File: config.mk
export PLATFORM = sky130hd
export DESIGN_NAME = lut_table_writer
export DESIGN_NICKNAME = d
export VERILOG_FILES = /design/src/rtl/lut_pkg.sv /design/src/rtl/lut_table_ram.sv /design/src/rtl/lut_table_writer.sv
export SDC_FILE = /design/constraint.sdc
export NUM_CORES = 1
export LEC_CHECK = 0
export ABC_CLOCK_PERIOD_IN_PS = 2400
export CAP_MARGIN = 20
export CORE_MARGIN = 2
export CORE_UTILIZATION = 55
export DETAILED_ROUTE_END_ITERATION = 12
export HOLD_SLACK_MARGIN = 0.05
export PLACE_DENSITY = 0.8
export SYNTH_ARGS = -nofsm -noshare
export SYNTH_HDL_FRONTEND = slang
export SYNTH_SLANG_ARGS = --single-unit
File: constraint.sdc
create_clock -name clk -period 2.4 [get_ports clk]
set_clock_uncertainty 0.2 [all_clocks]
set_input_delay 0.48 -clock clk [delete_from_list [all_inputs] [get_ports clk]]
set_output_delay 0.48 -clock clk [all_outputs]
set_load 0.02 [all_outputs]
File: src/rtl/lut_pkg.sv
// Shared definitions for the LUT table writer: state encoding, default sizes
// and the number of load beats needed to fill every neuron table.
package lut_pkg;

    localparam int DEF_NEURONS = 8;
    localparam int DEF_IN_BITS = 6;
    localparam int DEF_LOAD_W  = 8;

    typedef logic [1:0] state_t;

    localparam state_t ST_IDLE = 2'd0;
    localparam state_t ST_LOAD = 2'd1;
    localparam state_t ST_RUN  = 2'd2;
    localparam state_t ST_ERR  = 2'd3;

    function automatic int beats_per_load(input int neurons, input int in_bits, input int load_w);
        return (neurons * (1 << in_bits)) / load_w;
    endfunction

endpackage

File: src/rtl/lut_table_ram.sv
// One neuron's 2**IN_BITS x 1 truth table: bit-masked write port, registered lookup read.
// With LUT_TABLE_READBACK_EN a second registered read port serves debug readback.
module lut_table_ram #(
    parameter int IN_BITS = 6
) (
    input  logic                     clk,
    input  logic                     rst,
    input  logic [(1<<IN_BITS)-1:0]  wr_mask,
    input  logic [(1<<IN_BITS)-1:0]  wr_data,
    input  logic                     rd_en,
    input  logic [IN_BITS-1:0]       rd_addr,
    output logic                     rd_data
`ifdef LUT_TABLE_READBACK_EN
    ,
    input  logic                     rb_en,
    input  logic [IN_BITS-1:0]       rb_addr,
    output logic                     rb_data
`endif
);

    logic [(1<<IN_BITS)-1:0] mem;

    // NOTE: table storage has no reset so it maps onto plain RAM cells; only the read registers are reset.
    always_ff @(posedge clk) begin
        if (|wr_mask) begin
            mem <= (mem & ~wr_mask) | (wr_data & wr_mask);
        end
    end

    always_ff @(posedge clk or posedge rst) begin
        if (rst) begin
            rd_data <= 1'b0;
        end else if (rd_en) begin
            rd_data <= mem[rd_addr];
        end
    end

`ifdef LUT_TABLE_READBACK_EN
    always_ff @(posedge clk or posedge rst) begin
        if (rst) begin
            rb_data <= 1'b0;
        end else if (rb_en) begin
            rb_data <= mem[rb_addr];
        end
    end
`endif

endmodule

File: src/rtl/lut_table_writer.sv
// Loads NEURONS 1-bit LUT truth tables from a beat stream, then serves parallel lookups.
// Optional debug readback port enabled by macro LUT_TABLE_READBACK_EN.
module lut_table_writer
    import lut_pkg::*;
#(
    parameter int NEURONS = DEF_NEURONS,
    parameter int IN_BITS = DEF_IN_BITS,
    parameter int LOAD_W  = DEF_LOAD_W
) (
    input  logic                       clk,
    input  logic                       rst,
    input  logic                       start,
    input  logic                       ld_valid,
    output logic                       ld_ready,
    input  logic [LOAD_W-1:0]          ld_data,
    input  logic                       ld_last,
    output logic                       busy,
    output logic                       done,
    output logic                       err,
    input  logic                       in_valid,
    input  logic [NEURONS*IN_BITS-1:0] in_addr,
    output logic                       out_valid,
    output logic [NEURONS-1:0]         out_bits
`ifdef LUT_TABLE_READBACK_EN
    ,
    input  logic                       rb_req,
    input  logic [$clog2(NEURONS)-1:0] rb_sel,
    input  logic [IN_BITS-1:0]         rb_addr,
    output logic                       rb_data
`endif
);

    localparam int DEPTH = 1 << IN_BITS;
    localparam int TOTAL = NEURONS * DEPTH;
    localparam int BEATS = beats_per_load(NEURONS, IN_BITS, LOAD_W);
    localparam int CNT_W = (BEATS > 1) ? $clog2(BEATS) : 1;

    state_t           state;
    logic [CNT_W-1:0] beat;
    logic             load_fire;
    logic             last_beat;
    logic             lookup;
    logic [TOTAL-1:0] wr_mask;
    logic [TOTAL-1:0] wr_data;

    assign ld_ready  = (state == ST_LOAD);
    assign busy      = (state == ST_LOAD);
    assign done      = (state == ST_RUN);
    assign err       = (state == ST_ERR);
    assign load_fire = ld_valid && ld_ready;
    assign last_beat = (beat == CNT_W'(BEATS - 1));
    assign lookup    = in_valid && (state == ST_RUN);

    always_ff @(posedge clk or posedge rst) begin
        if (rst) begin
            state <= ST_IDLE;
            beat  <= '0;
        end else begin
            case (state)
                ST_LOAD: begin
                    // start is deliberately ignored here so a stray pulse cannot restart a load
                    if (load_fire) begin
                        if (last_beat) begin
                            state <= ld_last ? ST_RUN : ST_ERR;
                        end else if (ld_last) begin
                            state <= ST_ERR;
                        end else begin
                            beat <= beat + CNT_W'(1);
                        end
                    end
                end
                default: begin
                    if (start) begin
                        state <= ST_LOAD;
                        beat  <= '0;
                    end
                end
            endcase
        end
    end

    always_ff @(posedge clk or posedge rst) begin
        if (rst) begin
            out_valid <= 1'b0;
        end else begin
            out_valid <= lookup;
        end
    end

    // Stream bit k lands in neuron k/DEPTH, entry k%DEPTH; a beat owns bits [beat*LOAD_W +: LOAD_W].
    for (genvar k = 0; k < TOTAL; k++) begin : g_bit
        assign wr_mask[k] = load_fire && (beat == CNT_W'(k / LOAD_W));
        assign wr_data[k] = ld_data[k % LOAD_W];
    end

`ifdef LUT_TABLE_READBACK_EN
    logic [NEURONS-1:0]         rb_bits;
    logic [$clog2(NEURONS)-1:0] rb_sel_q;
    logic                       rb_fire;

    assign rb_fire = rb_req && (state != ST_LOAD);

    always_ff @(posedge clk or posedge rst) begin
        if (rst) begin
            rb_sel_q <= '0;
        end else if (rb_fire) begin
            rb_sel_q <= rb_sel;
        end
    end

    assign rb_data = (state == ST_LOAD) ? 1'b0 : rb_bits[rb_sel_q];
`endif

    for (genvar n = 0; n < NEURONS; n++) begin : g_neuron
        lut_table_ram #(
            .IN_BITS (IN_BITS)
        ) u_ram (
            .clk     (clk),
            .rst     (rst),
            .wr_mask (wr_mask[n*DEPTH +: DEPTH]),
            .wr_data (wr_data[n*DEPTH +: DEPTH]),
            .rd_en   (lookup),
            .rd_addr (in_addr[n*IN_BITS +: IN_BITS]),
            .rd_data (out_bits[n])
`ifdef LUT_TABLE_READBACK_EN
            ,
            .rb_en   (rb_fire),
            .rb_addr (rb_addr),
            .rb_data (rb_bits[n])
`endif
        );
    end

endmodule

Word-level counts from Yosys, hierarchy flattened
Cells that the tools add are included.
{"block": "word_totals", "register_bits": 529, "input_bits": 62, "out_inout_bits": 13}
{"block": "op_classes", "addsub": 1, "n_lt_le_gt_ge": 8, "eq_ne": 70, "muxes": 27, "n_bitwise": 32, "reduce_logical": 78}
{"cell": "$and A64 B64 Y64", "n": 16}
{"cell": "$not A64 Y64", "n": 8}
{"cell": "$or A64 B64 Y64", "n": 8}
{"cell": "$eq A6 B6 Y1 const B", "n": 32}
{"cell": "$eq A6 B5 Y1 const B", "n": 16}
{"cell": "$logic_and A1 B1 Y1", "n": 66}
{"cell": "$reduce_or A8 Y1", "n": 8}
{"cell": "$lt A6 B7 Y1 const B", "n": 8}
{"cell": "$bmux W1 S6", "n": 8}
{"cell": "$eq A6 B4 Y1 const B", "n": 8}
{"cell": "$mux W6", "n": 5}
{"cell": "$eq A6 B3 Y1 const B", "n": 4}
{"cell": "$eq A6 B2 Y1 const B", "n": 2}
{"cell": "$mux W2", "n": 5}
{"cell": "$mux W1", "n": 9}
{"cell": "$add A6 B1 Y6 const B", "n": 1}
{"cell": "$eq A6 B1 Y1 const B", "n": 1}
{"cell": "$logic_not A6 Y1", "n": 1}
{"cell": "$eq A2 B2 Y1 const B", "n": 2}
{"cell": "$ne A2 B2 Y1 const B", "n": 2}
{"cell": "$reduce_and A4 Y1", "n": 1}
{"cell": "$ne A3 B1 Y1 const B", "n": 1}
{"cell": "$reduce_and A3 Y1", "n": 1}
{"cell": "$eq A2 B1 Y1 const B", "n": 1}
{"cell": "2 further kinds", "n": 2}

Logic depth before layout (Yosys ltp)
Gate-level depths: netlist of the first run.
{"block": "depth", "depth_word": 6, "ltp_mapped": 8, "mapped_depth_nobuf": 7}

Modules after synthesis
A second synthesis of the first run with hierarchy kept.
{"block": "hier_totals", "cells_unflattened": 1681, "area_unflattened_um2": 23655.2}
{"module": "lut_table_ram", "instances": 8, "cells_each": 191, "area_per_inst_um2": 2839.0, "seq_area_each_um2": 1946.9}
{"module": "lut_table_writer", "instances": 1, "cells_each": 153, "area_per_inst_um2": 943.4, "seq_area_each_um2": 225.2}

Worst setup path before layout of the first run
OpenSTA, ideal clock, no wires.
{"block": "synth_timing", "path_type": "register to register", "start": "reg state[0]", "end": "reg with a tool-made name", "setup_time_ps": 370, "arrival_ps": 1856, "path_slack_ps": -26, "stages_incl_launch_ff": 8, "period_less_slack_ps": 2426, "path_cell_list": "dfrtp_1 > nor2b_1 > buf_2 > nand2_1 > or3_1 > clkbuf_1 > clkbuf_1 > nor2_1"}
{"element": "start: declaration", "line_no": "lut_table_writer.sv:38", "source": "state_t state;"}
{"element": "start signal: assignment", "line_no": "lut_table_writer.sv:64", "source": "state <= ld_last ? ST_RUN : ST_ERR;"}

Worst setup path in the final report of the first run
{"block": "layout_timing", "start": "reg state[1]", "end": "out busy"}
{"block": "layout_between", "elab_chain_len": 1}
{"element": "$eq A2 B1 Y1", "line_no": "lut_table_writer.sv:47", "source": "assign busy = (state == ST_LOAD);"}
{"element": "end: declaration", "line_no": "lut_table_writer.sv:17", "source": "output logic busy,"}
No other way between the ends.

==> results of run 1 <==
-- what timing repair did --
action	in CTS	in global routing
hold endpoints to repair	0	0
resized for setup	7	2
setup buffers	0	0
pin swaps	0	0
endpoints found under the setup margin	4	1
hold buffers	0	0
-- cell type report --
type                       instances  area (sq um)  share of cell area, %
clock buffer                      71          1420                   5.58
tap                              518           648                   2.54
clock inverter                    19           168                  0.657
sequential                       529         15800                   61.9
multi-input combinational        428          5190                   20.3
timing repair buffer             237          2280                   8.94
inverter                           6          22.5                 0.0882
-- cells by family (layout without fill, tap and decap cells) --
kind of cell,Yosys count,in the layout
buf+inv,73,333
compound gates,46,46
fa+ha+maj,4,4
flops,529,529
mux,193,193
xor+xnor,4,4
simple gates,181,181
-- final timing paths --
kind | from | endpoint
hold reg to reg | beat[0] | beat[0]
min in group clk | ld_data[3] | flop
hold / removal | rst | out_valid
setup reg to reg | state[1] | flop
max in group asynchronous | rst | state[1]
setup / recovery | state[1] | busy
-- synth_stat cells (all sizes together) --
cell,n,area [sq um]
o311a,1,10.0
a2111oi,8,220
buf,60,558
mux4,126,3050
o21ai,2,10.0
a31oi,1,6.26
nor2,82,308
clkbuf,7,26.3
ha,4,50.1
nor4bb,7,70.1
inv,6,22.5
nand2,28,105
mux2i,58,581
a21boi,1,7.51
mux2,9,101
nor4b,7,61.3
dfrtp,17,425
a22oi,1,7.51
nand2b,3,18.8
a21oi,14,70.1
and2,1,6.26
nor3,14,70.1
nor2b,14,87.6
nand3,15,75.1
or3,2,12.5
nor3b,7,52.6
o2111ai,1,8.76
xnor2,4,35.0
a32o,1,10.0
a211oi,8,60.1
o32ai,8,70.1
nand4,1,6.26
edfxtp,512,15400
-- routing by layer --
| metal | up-vias | wire length [um] |
|---|---|---|
| met5 | - | 0 |
| met4 | 0 | 1380 |
| met3 | 98 | 3140 |
| met2 | 465 | 23200 |
| met1 | 5696 | 18100 |
| li1 | 4713 | - |
-- critical path, cell delays in order (launching register included) --
cell	delay, ns
sky130_fd_sc_hd__dfrtp_2	0.45
sky130_fd_sc_hd__nor2b_4	0.19
sky130_fd_sc_hd__buf_4	0.13
sky130_fd_sc_hd__dlygate4sd2_1	0.32
-- where the power goes --
part	leakage (nW)	switching [mW]	internal (mW)
combinational	3.04	0.788	0.632
sequential	4.83	0.0563	10.2
clock	0.778	3.20	4.44
total	8.65	4.04	15.3
==> out/results.md, run 1 <==
Finish
- **Layout fillers** 2405
- **layout cell share with drive strength beyond 1** 25.7%
- **area growth from synthesis to layout** 18.3%
- **commonest cells after routing, fill and taps aside** 512 x sky130_fd_sc_hd__edfxtp_1, 134 x sky130_fd_sc_hd__buf_4, 82 x sky130_fd_sc_hd__nor2_1, 70 x sky130_fd_sc_hd__mux4_2, 62 x sky130_fd_sc_hd__clkdlybuf4s50_1
- **most common cell after layout, fill and taps aside** sky130_fd_sc_hd__edfxtp_1
- **nets@finish** 1319
- **number of antenna repair diodes** 0
- **post-route core utilization** 66.1%
- **cell area after layout** 25500 sq um
- **Finished Layout Cells** 1808

Detailed routing
- **count of nets left with antenna violations after detail routing** 0
- **Total Wirelength** 45.8 mm
- **drt drc** 0
- **Routed WL per cell** 25.3 um
- **total via count in the routed design** 11000
- **drt pass-1 iters** 5
- **initial DRC count** 1065
- **post-DR vias/cell** 6.07

Timing
- **measured slew at the worst slew-check pin** 0.555 ns
- **post-route minimum period** 2.32 ns
- **f_max** 431 MHz
- **final-report hold violation count** 0
- **worst hold-check slack** 0.0946 ns
- **Setup WS post-layout** 0.0775 ns
- **setup repair after global routing missed its margin** false
- **final setup vio count** 0
- **sum of negative setup slack** 0 ns
- **number of pins with negative max-slew slack in the final report** 0
- **relative slew slack** 63.0%
- **share of the cycle needed by the critical path after routing** 96.8%

Synth
- **simple-gate share of the synthesized area** 4.05%
- **flop and latch count out of synthesis** 529
- **count of cell types in the netlist** 39
- **syn_area_per_cell** 20.9 sq um
- **post-synthesis share of cell area spent on xor and xnor gates** 0.162%
- **compound-gate portion of the synthesized area** 2.23%
- **combinational family with the most area after synthesis** multiplexers
- **combined area of all synthesized cells** 21600 sq um
- **synthesized netlist net count** 1096
- **adder and majority gate portion of the synthesized area** 0.232%
- **multiplexer share of the synthesized area** 17.3%
- **total of warnings raised by yosys** 0
- **share of synthesized area occupied by flip-flops and latches** 73.2%
- **number of instances in the synthesized netlist** 1030

Setup path
- **r2r setup slk** 0.25 ns
- **category of the worst setup path capture point** output port
- **CP arrival** 1.64 ns
- **critical path data required time** 1.72 ns
- **highest net fanout along the worst path** 4
- **Critical Path Source Type** flop
- **WS Path Type** flop to output port
- **depth of the most critical reg-to-reg path** 6

Pwr
- **PnR Total Power** 19.3 mW
- **total power per unit cell area** 757 nW/um^2
- **static leakage power** 8.65 nW
- **largest voltage drop on the vdd net** 0.000570 V

GRT
- **wire length of the first global-routing pass** 70.1 mm
- **initial antenna violation count** 0
- **largest net degree at the start of global routing** 65
- **overflow left after global routing** 0
- **met3 track utilization from global routing** 3.45%
- **GRT Util Overall** 22.9%
- **via count of the first global-routing pass** 11600
- **met1 usage** 31.1%
- **busiest layer in global routing** met2
- **met2 demand-to-capacity share in global routing** 38.9%

CTS
- **Num CTS Buffers** 51
- **htree depth** 2
- **clock latency on the worst-skew pair** 0.56 ns
- **cell at the root of the clock tree** sky130_fd_sc_hd__clkbuf_16
- **clk slew on worst S/H paths** 0.06 ns
- **CTS tree** built
- **Sinks on Clock Net** 529
- **clk buf depth** 3

Floorplan
- **initial standard-cell utilization of the core** 55.8%
- **I/O pin count** 75
- **DIE HEIGHT** 202 um
- **overall die area** 40800 sq um
- **core region area** 38600 sq um
- **die boundary width** 202 um
- **number of cell rows** 72

Place
- **Post-DP Area** 23900 sq um
- **placed cell count** 1718
- **worst slack at placement** -0.396 ns
- **number of buffers added on ports** 74
- **Routability Congestion** 0.793
- **estimated wirelength of the detail-placed design** 27.0 mm

Run
- **count of maximum capacitance violations** 0

Outcome
- **result of the run** finished clean

Hold path
- **worst min-delay path class** input port to asynchronous set/reset pin

(Power assumes the default switching activity.)
==> inputs of run 2 (changes only) <==
--- a/config.mk
+++ b/config.mk
@@ -5,10 +5,12 @@
 export SDC_FILE = /design/constraint.sdc
 export NUM_CORES = 1
 export LEC_CHECK = 0
+export ABC_AREA = 1
 export ABC_CLOCK_PERIOD_IN_PS = 2400
 export CAP_MARGIN = 20
 export CORE_MARGIN = 2
 export CORE_UTILIZATION = 55
+export CTS_CLUSTER_SIZE = 10
 export DETAILED_ROUTE_END_ITERATION = 12
 export HOLD_SLACK_MARGIN = 0.05
 export PLACE_DENSITY = 0.8
==> run 2 against run 1 <==
Compared with the run above:
- die area is 1.4% higher
- clock-buffer cell count is 35 higher
- setup slack worse by 0.015 ns
- critical path type unchanged
- routed wire length is 13% higher
- power is 3.6% higher
- highest routed layer unchanged
- largest power group unchanged
- synthesized area is 1.4% higher
- register-to-register slack better by 0.10 ns
- sequential share of layout area is 0.42 points higher
==> out/results.md, run 2 <==
Place
- **estimated wirelength of the detail-placed design** 27.8 mm
- **number of buffers added on ports** 74
- **Routability Congestion** 0.843
- **Post-DP Area** 23700 sq um

CTS
- **clk buf depth** 3
- **clk slew on worst S/H paths** 0.06 ns
- **Sinks on Clock Net** 529
- **Num CTS Buffers** 58
- **Post-CTS Setup Repair Bufs** 0
- **CTS tree** built
- **htree depth** 2
- **cell at the root of the clock tree** sky130_fd_sc_hd__clkbuf_16
- **clock latency on the worst-skew pair** 0.59 ns

Setup path
- **depth of the most critical reg-to-reg path** 4
- **Critical Path Source Type** flop
- **WS Path Type** flop to output port
- **count of buffering cells on the critical path with inverters included** 1
- **category of the worst setup path capture point** output port
- **series of cell instances along the critical path** clkdlybuf4s50_1
- **critical path data required time** 1.72 ns
- **standard cell with the maximum stage delay on the critical path** sky130_fd_sc_hd__clkdlybuf4s50_1
- **CP arrival** 1.66 ns
- **number of cells on the critical path** 1
- **crit-path leading delay family** buffers and inverters
- **crit-path max cell delay** 0.64 ns
- **highest net fanout along the worst path** 2

Synth
- **post-synthesis cell type with the largest combined area** sky130_fd_sc_hd__edfxtp_1
- **total of warnings raised by yosys** 0
- **syn_area_per_cell** 11.6 sq um
- **top-count cell post-synth** sky130_fd_sc_hd__nand2_1
- **number of instances in the synthesized netlist** 1888
- **flop and latch count out of synthesis** 529
- **most frequent cells after synthesis** 632 x sky130_fd_sc_hd__nand2_1, 512 x sky130_fd_sc_hd__edfxtp_1, 466 x sky130_fd_sc_hd__nand3_1, 70 x sky130_fd_sc_hd__nor2_1, 57 x sky130_fd_sc_hd__buf_4
- **Post-synth top flop** sky130_fd_sc_hd__edfxtp_1
- **synthesized netlist net count** 1954
- **share of synthesized area occupied by flip-flops and latches** 72.2%
- **count of cell types in the netlist** 23
- **async set or reset register ratio after synthesis** 3.21%
- **combined area of all synthesized cells** 21900 sq um
- **EDFF count, synth** 512
- **biggest area contributors in the synthesized netlist** sky130_fd_sc_hd__edfxtp_1 70%, sky130_fd_sc_hd__nand2_1 11%, sky130_fd_sc_hd__nand3_1 11%, sky130_fd_sc_hd__buf_4 2.0%, sky130_fd_sc_hd__dfrtp_1 1.9%
- **proportion of netlist area held by the largest area contributor** 70.2%

GRT
- **overflow left after global routing** 0
- **wire length of the first global-routing pass** 79.4 mm
- **initial antenna violation count** 0
- **via count of the first global-routing pass** 14800
- **largest net degree at the start of global routing** 65
- **GRT Util Overall** 24.9%

Timing
- **f_max** 428 MHz
- **final setup vio count** 0
- **post-route minimum period** 2.34 ns
- **measured slew at the worst slew-check pin** 0.536 ns
- **number of pins with negative max-slew slack in the final report** 0
- **share of the cycle needed by the critical path after routing** 97.4%
- **relative slew slack** 64.2%
- **setup repair after global routing missed its margin** false
- **worst hold-check slack** 0.0530 ns
- **final-report hold violation count** 0

Finish
- **commonest cells after routing, fill and taps aside** 632 x sky130_fd_sc_hd__nand2_1, 512 x sky130_fd_sc_hd__edfxtp_1, 466 x sky130_fd_sc_hd__nand3_1, 95 x sky130_fd_sc_hd__buf_4, 69 x sky130_fd_sc_hd__nor2_1
- **area of combinational cells with multiple inputs** 5210 sq um
- **area growth from synthesis to layout** 15.9%
- **post-route core utilization** 64.1%
- **Register Area** 15800 sq um
- **nets@finish** 2101
- **cell area after layout** 25400 sq um
- **most common cell after layout, fill and taps aside** sky130_fd_sc_hd__nand2_1
- **layout cell share with drive strength beyond 1** 10.3%
- **Layout fillers** 2759
- **number of antenna repair diodes** 0

Floorplan
- **DIE HEIGHT** 203 um
- **initial standard-cell utilization of the core** 55.3%
- **I/O pin count** 75
- **die boundary width** 203 um
- **core region area** 39500 sq um
- **overall die area** 41400 sq um
- **number of cell rows** 73

Pwr
- **total power per unit cell area** 790 nW/um^2
- **largest voltage drop on the vdd net** 0.000530 V
- **static leakage power** 9.36 nW

Outcome
- **result of the run** finished clean

Detailed routing
- **Routed WL per cell** 19.8 um
- **Total Wirelength** 51.5 mm
- **drt drc** 0
- **total via count in the routed design** 15200
- **post-DR vias/cell** 5.82
- **initial DRC count** 1733
- **count of nets left with antenna violations after detail routing** 0
- **drt pass-1 iters** 6

Hold path
- **worst min-delay path class** input port to asynchronous set/reset pin

Run
- **count of maximum capacitance violations** 0

[run 2: kinds of logic after synthesis]
| logic type | share of synthesized area, % |
|---|---|
| AO/OA/AOI/OAI | 0.269 |
| adder cells (fa/ha/maj) | 0.229 |
| buffers and inverters | 4.03 |
| flip-flops | 72.2 |
| AND/OR/NAND/NOR | 23.3 |
[run 2: worst paths after layout]
kind                                           start                         to  slack (ns)
max                        g_neuron[6].u_ram.rd_data                out_bits[6]        0.06
min                                              rst  g_neuron[7].u_ram.rd_data        0.05
max reg2reg                                  beat[0]                       flop        0.35
min reg2reg                g_neuron[1].u_ram.rd_data  g_neuron[1].u_ram.rd_data        0.28
max in group asynchronous                        rst  g_neuron[4].u_ram.rd_data        1.67
min in group clk                          ld_data[2]                       flop        0.19
[run 2: through the flow]
step | TNS [ns] | cells | power [mW] | worst slack (ns)
after floorplan | 0 | 1888 | 11.5 | 0.374
after global placement | -0.533 | 2500 | 12.3 | -0.0526
after detailed placement | -0.440 | 2500 | 12.3 | -0.0716
after CTS | 0 | 2607 | 20.1 | 0.00658
after global routing | 0 | 2607 | 20.6 | 0.0317
final | 0 | 2607 | 20.0 | 0.0630
[run 2: area by class of cell]
class                   count  area share, %
inverters                  58          0.992
clock buffers             106           6.52
flip-flops and latches    529           62.3
multi-input cells        1200           20.5
well taps                 525           2.59
repair buffers            188           7.03
clock inverters             1         0.0345
[run 2: layer usage]
layer / part of all wire, % / track usage, %
met1: 37 / 32.5
met2: 49 / 41.8
met3: 10 / 4.01
met4: 3.6 / 10.8
met5: 0 / 0
[run 2: repair_timing]
item | 4_1_cts | 5_1_grt
gates resized for setup | 8 | 2
hold buffers | 0 | 0
endpoints found under the setup margin | 4 | 2
endpoints found under the hold margin | 0 | 0
[run 2: report_power, final]
group / internal (mW) / switching, mW / total (mW)
logic: 0.563 / 1.29 / 1.85
clock network: 4.58 / 3.27 / 7.85
registers: 10.3 / 0.0622 / 10.3
total: 15.4 / 4.62 / 20.0
==> inputs of run 3 (changes only) <==
--- a/config.mk
+++ b/config.mk
@@ -8,8 +8,10 @@
 export ABC_AREA = 1
 export ABC_CLOCK_PERIOD_IN_PS = 2400
 export CAP_MARGIN = 20
-export CORE_MARGIN = 2
-export CORE_UTILIZATION = 55
+export CELL_PAD_IN_SITES_DETAIL_PLACEMENT = 0
+export CELL_PAD_IN_SITES_GLOBAL_PLACEMENT = 1
+export CORE_MARGIN = 5
+export CORE_UTILIZATION = 45
 export CTS_CLUSTER_SIZE = 10
 export DETAILED_ROUTE_END_ITERATION = 12
 export HOLD_SLACK_MARGIN = 0.05
==> run 3 against run 2 <==
Compared with the run above:
- sequential share of layout area fell by 0.51 points
- via count fell by 5.9%
- final area rose by 0.82%
- clock power rose by 2%
==> out/results.md, run 3 (synthesis gave the netlist of run 2 again) <==
Outcome
- **result of the run** finished clean

Floorplan
- **core region area** 47900 sq um
- **DIE HEIGHT** 231 um
- **initial standard-cell utilization of the core** 45.6%
- **I/O pin count** 75
- **overall die area** 53100 sq um
- **number of cell rows** 80
- **die boundary width** 231 um

GRT
- **largest net degree at the start of global routing** 65
- **overflow left after global routing** 0
- **GRT Util Overall** 19.3%
- **via count of the first global-routing pass** 14200
- **wire length of the first global-routing pass** 80.5 mm
- **initial antenna violation count** 0

Setup path
- **CP arrival** 1.66 ns
- **Critical Path Source Type** flop
- **WS Path Type** flop to output port
- **standard cell with the maximum stage delay on the critical path** sky130_fd_sc_hd__dfrtp_1
- **critical path data required time** 1.72 ns
- **highest net fanout along the worst path** 5
- **crit-path max cell delay** 0.44 ns
- **series of cell instances along the critical path** nand2_4 -> clkinvlp_4 -> clkdlybuf4s15_2
- **count of buffering cells on the critical path with inverters included** 2
- **crit-path leading delay family** buffers and inverters
- **category of the worst setup path capture point** output port

Place
- **Routability Congestion** 0.791
- **estimated wirelength of the detail-placed design** 28.4 mm
- **worst slack at placement** -0.0400 ns
- **number of buffers added on ports** 74

Detailed routing
- **drt pass-1 iters** 5
- **initial DRC count** 1094
- **count of nets left with antenna violations after detail routing** 0
- **total via count in the routed design** 14300
- **Routed WL per cell** 19.2 um
- **Total Wirelength** 52.0 mm
- **post-DR vias/cell** 5.28
- **drt drc** 0

Finish
- **layout cell share with drive strength beyond 1** 10.6%
- **post-route core utilization** 53.3%
- **nets@finish** 2106
- **area growth from synthesis to layout** 16.8%
- **commonest cells after routing, fill and taps aside** 632 x sky130_fd_sc_hd__nand2_1, 512 x sky130_fd_sc_hd__edfxtp_1, 466 x sky130_fd_sc_hd__nand3_1, 99 x sky130_fd_sc_hd__buf_4, 69 x sky130_fd_sc_hd__nor2_1
- **number of antenna repair diodes** 0
- **most common cell after layout, fill and taps aside** sky130_fd_sc_hd__nand2_1

CTS
- **cell at the root of the clock tree** sky130_fd_sc_hd__clkbuf_16
- **clk buf depth** 3
- **CTS hold repair buffers** 0
- **Num CTS Buffers** 59
- **clk slew on worst S/H paths** 0.05 ns
- **clock latency on the worst-skew pair** 0.59 ns
- **Sinks on Clock Net** 529
- **CTS tree** built
- **htree depth** 2

Pwr
- **PnR Total Power** 20.2 mW
- **total power per unit cell area** 790 nW/um^2
- **static leakage power** 9.41 nW
- **largest voltage drop on the vdd net** 0.000545 V

Timing
- **measured slew at the worst slew-check pin** 0.544 ns
- **number of pins with negative max-slew slack in the final report** 0
- **final setup vio count** 0
- **f_max** 428 MHz
- **final-report hold violation count** 0
- **share of the cycle needed by the critical path after routing** 97.4%
- **post-route minimum period** 2.34 ns
- **setup repair after global routing missed its margin** false
- **relative slew slack** 63.7%
- **Setup WS post-layout** 0.0622 ns
- **sum of negative setup slack** 0 ns

Hold path
- **worst min-delay path class** input port to asynchronous set/reset pin

Run
- **count of maximum capacitance violations** 0

[run 3: final timing paths]
kind | from | end | slack [ns] | cells after the start
max | state[0] | busy | 0.06 | 3
min | rst | g_neuron[7].u_ram.rd_data | 0.07 | 3
max reg2reg | beat[1] | flop | 0.45 | 4
min reg2reg | g_neuron[7].u_ram.rd_data | g_neuron[7].u_ram.rd_data | 0.29 | 2
max in group asynchronous | rst | beat[1] | 1.64 | 3
min in group clk | ld_data[1] | flop | 0.25 | 2
[run 3: report_power, final]
group	leakage, nW	total (mW)	switching, mW	internal (mW)
Sequential	4.82	10.3	0.0596	10.3
Combinational	3.77	1.87	1.28	0.593
Clock	0.815	8.02	3.30	4.72
Total	9.41	20.2	4.64	15.6
[run 3: through the flow]
step	cells	hold WS, ns	instance area, sq um
floorplan	1888	0.206	21900
global placement	2592	0.269	23800
detailed placement	2592	0.271	23800
CTS	2702	0.0571	25600
global route	2704	0.0862	25600
finish	2704	0.0679	25600
[run 3: worst reg2reg max path: cells and delay by family, from the launching register on]
| kind | cells | cell delay (ns) |
|---|---|---|
| adder cells (fa/ha/maj) | 1 | 0.32 |
| buffers and inverters | 1 | 0.20 |
| flip-flops | 1 | 0.37 |
| AND/OR/NAND/NOR | 2 | 0.59 |
[run 3: final cells by class]
| cell class | count | area [sq um] |
|---|---|---|
| multi-input cells | 1200 | 5210 |
| inverters | 58 | 251 |
| fillers | 3918 | 22400 |
| clock buffers | 108 | 1700 |
| well taps | 615 | 769 |
| repair buffers | 192 | 1820 |
| flip-flops and latches | 529 | 15800 |
| clock inverters | 2 | 13.8 |
[run 3: what timing repair did]
action | CTS | global route
buffers inserted | 0 | 2
setup endpoints to repair | 5 | 2
gates resized for setup | 11 | 0
pin swaps | 0 | 0
[run 3: per-layer routing]
metal / wire [um] / track usage [%] / vias to the layer above
li1: - / - / 6899
met3: 3220 / 2.49 / 78
met1: 22100 / 26.5 / 6852
met2: 25500 / 32.9 / 452
met5: 0 / 0 / -
met4: 1120 / 5.27 / 0
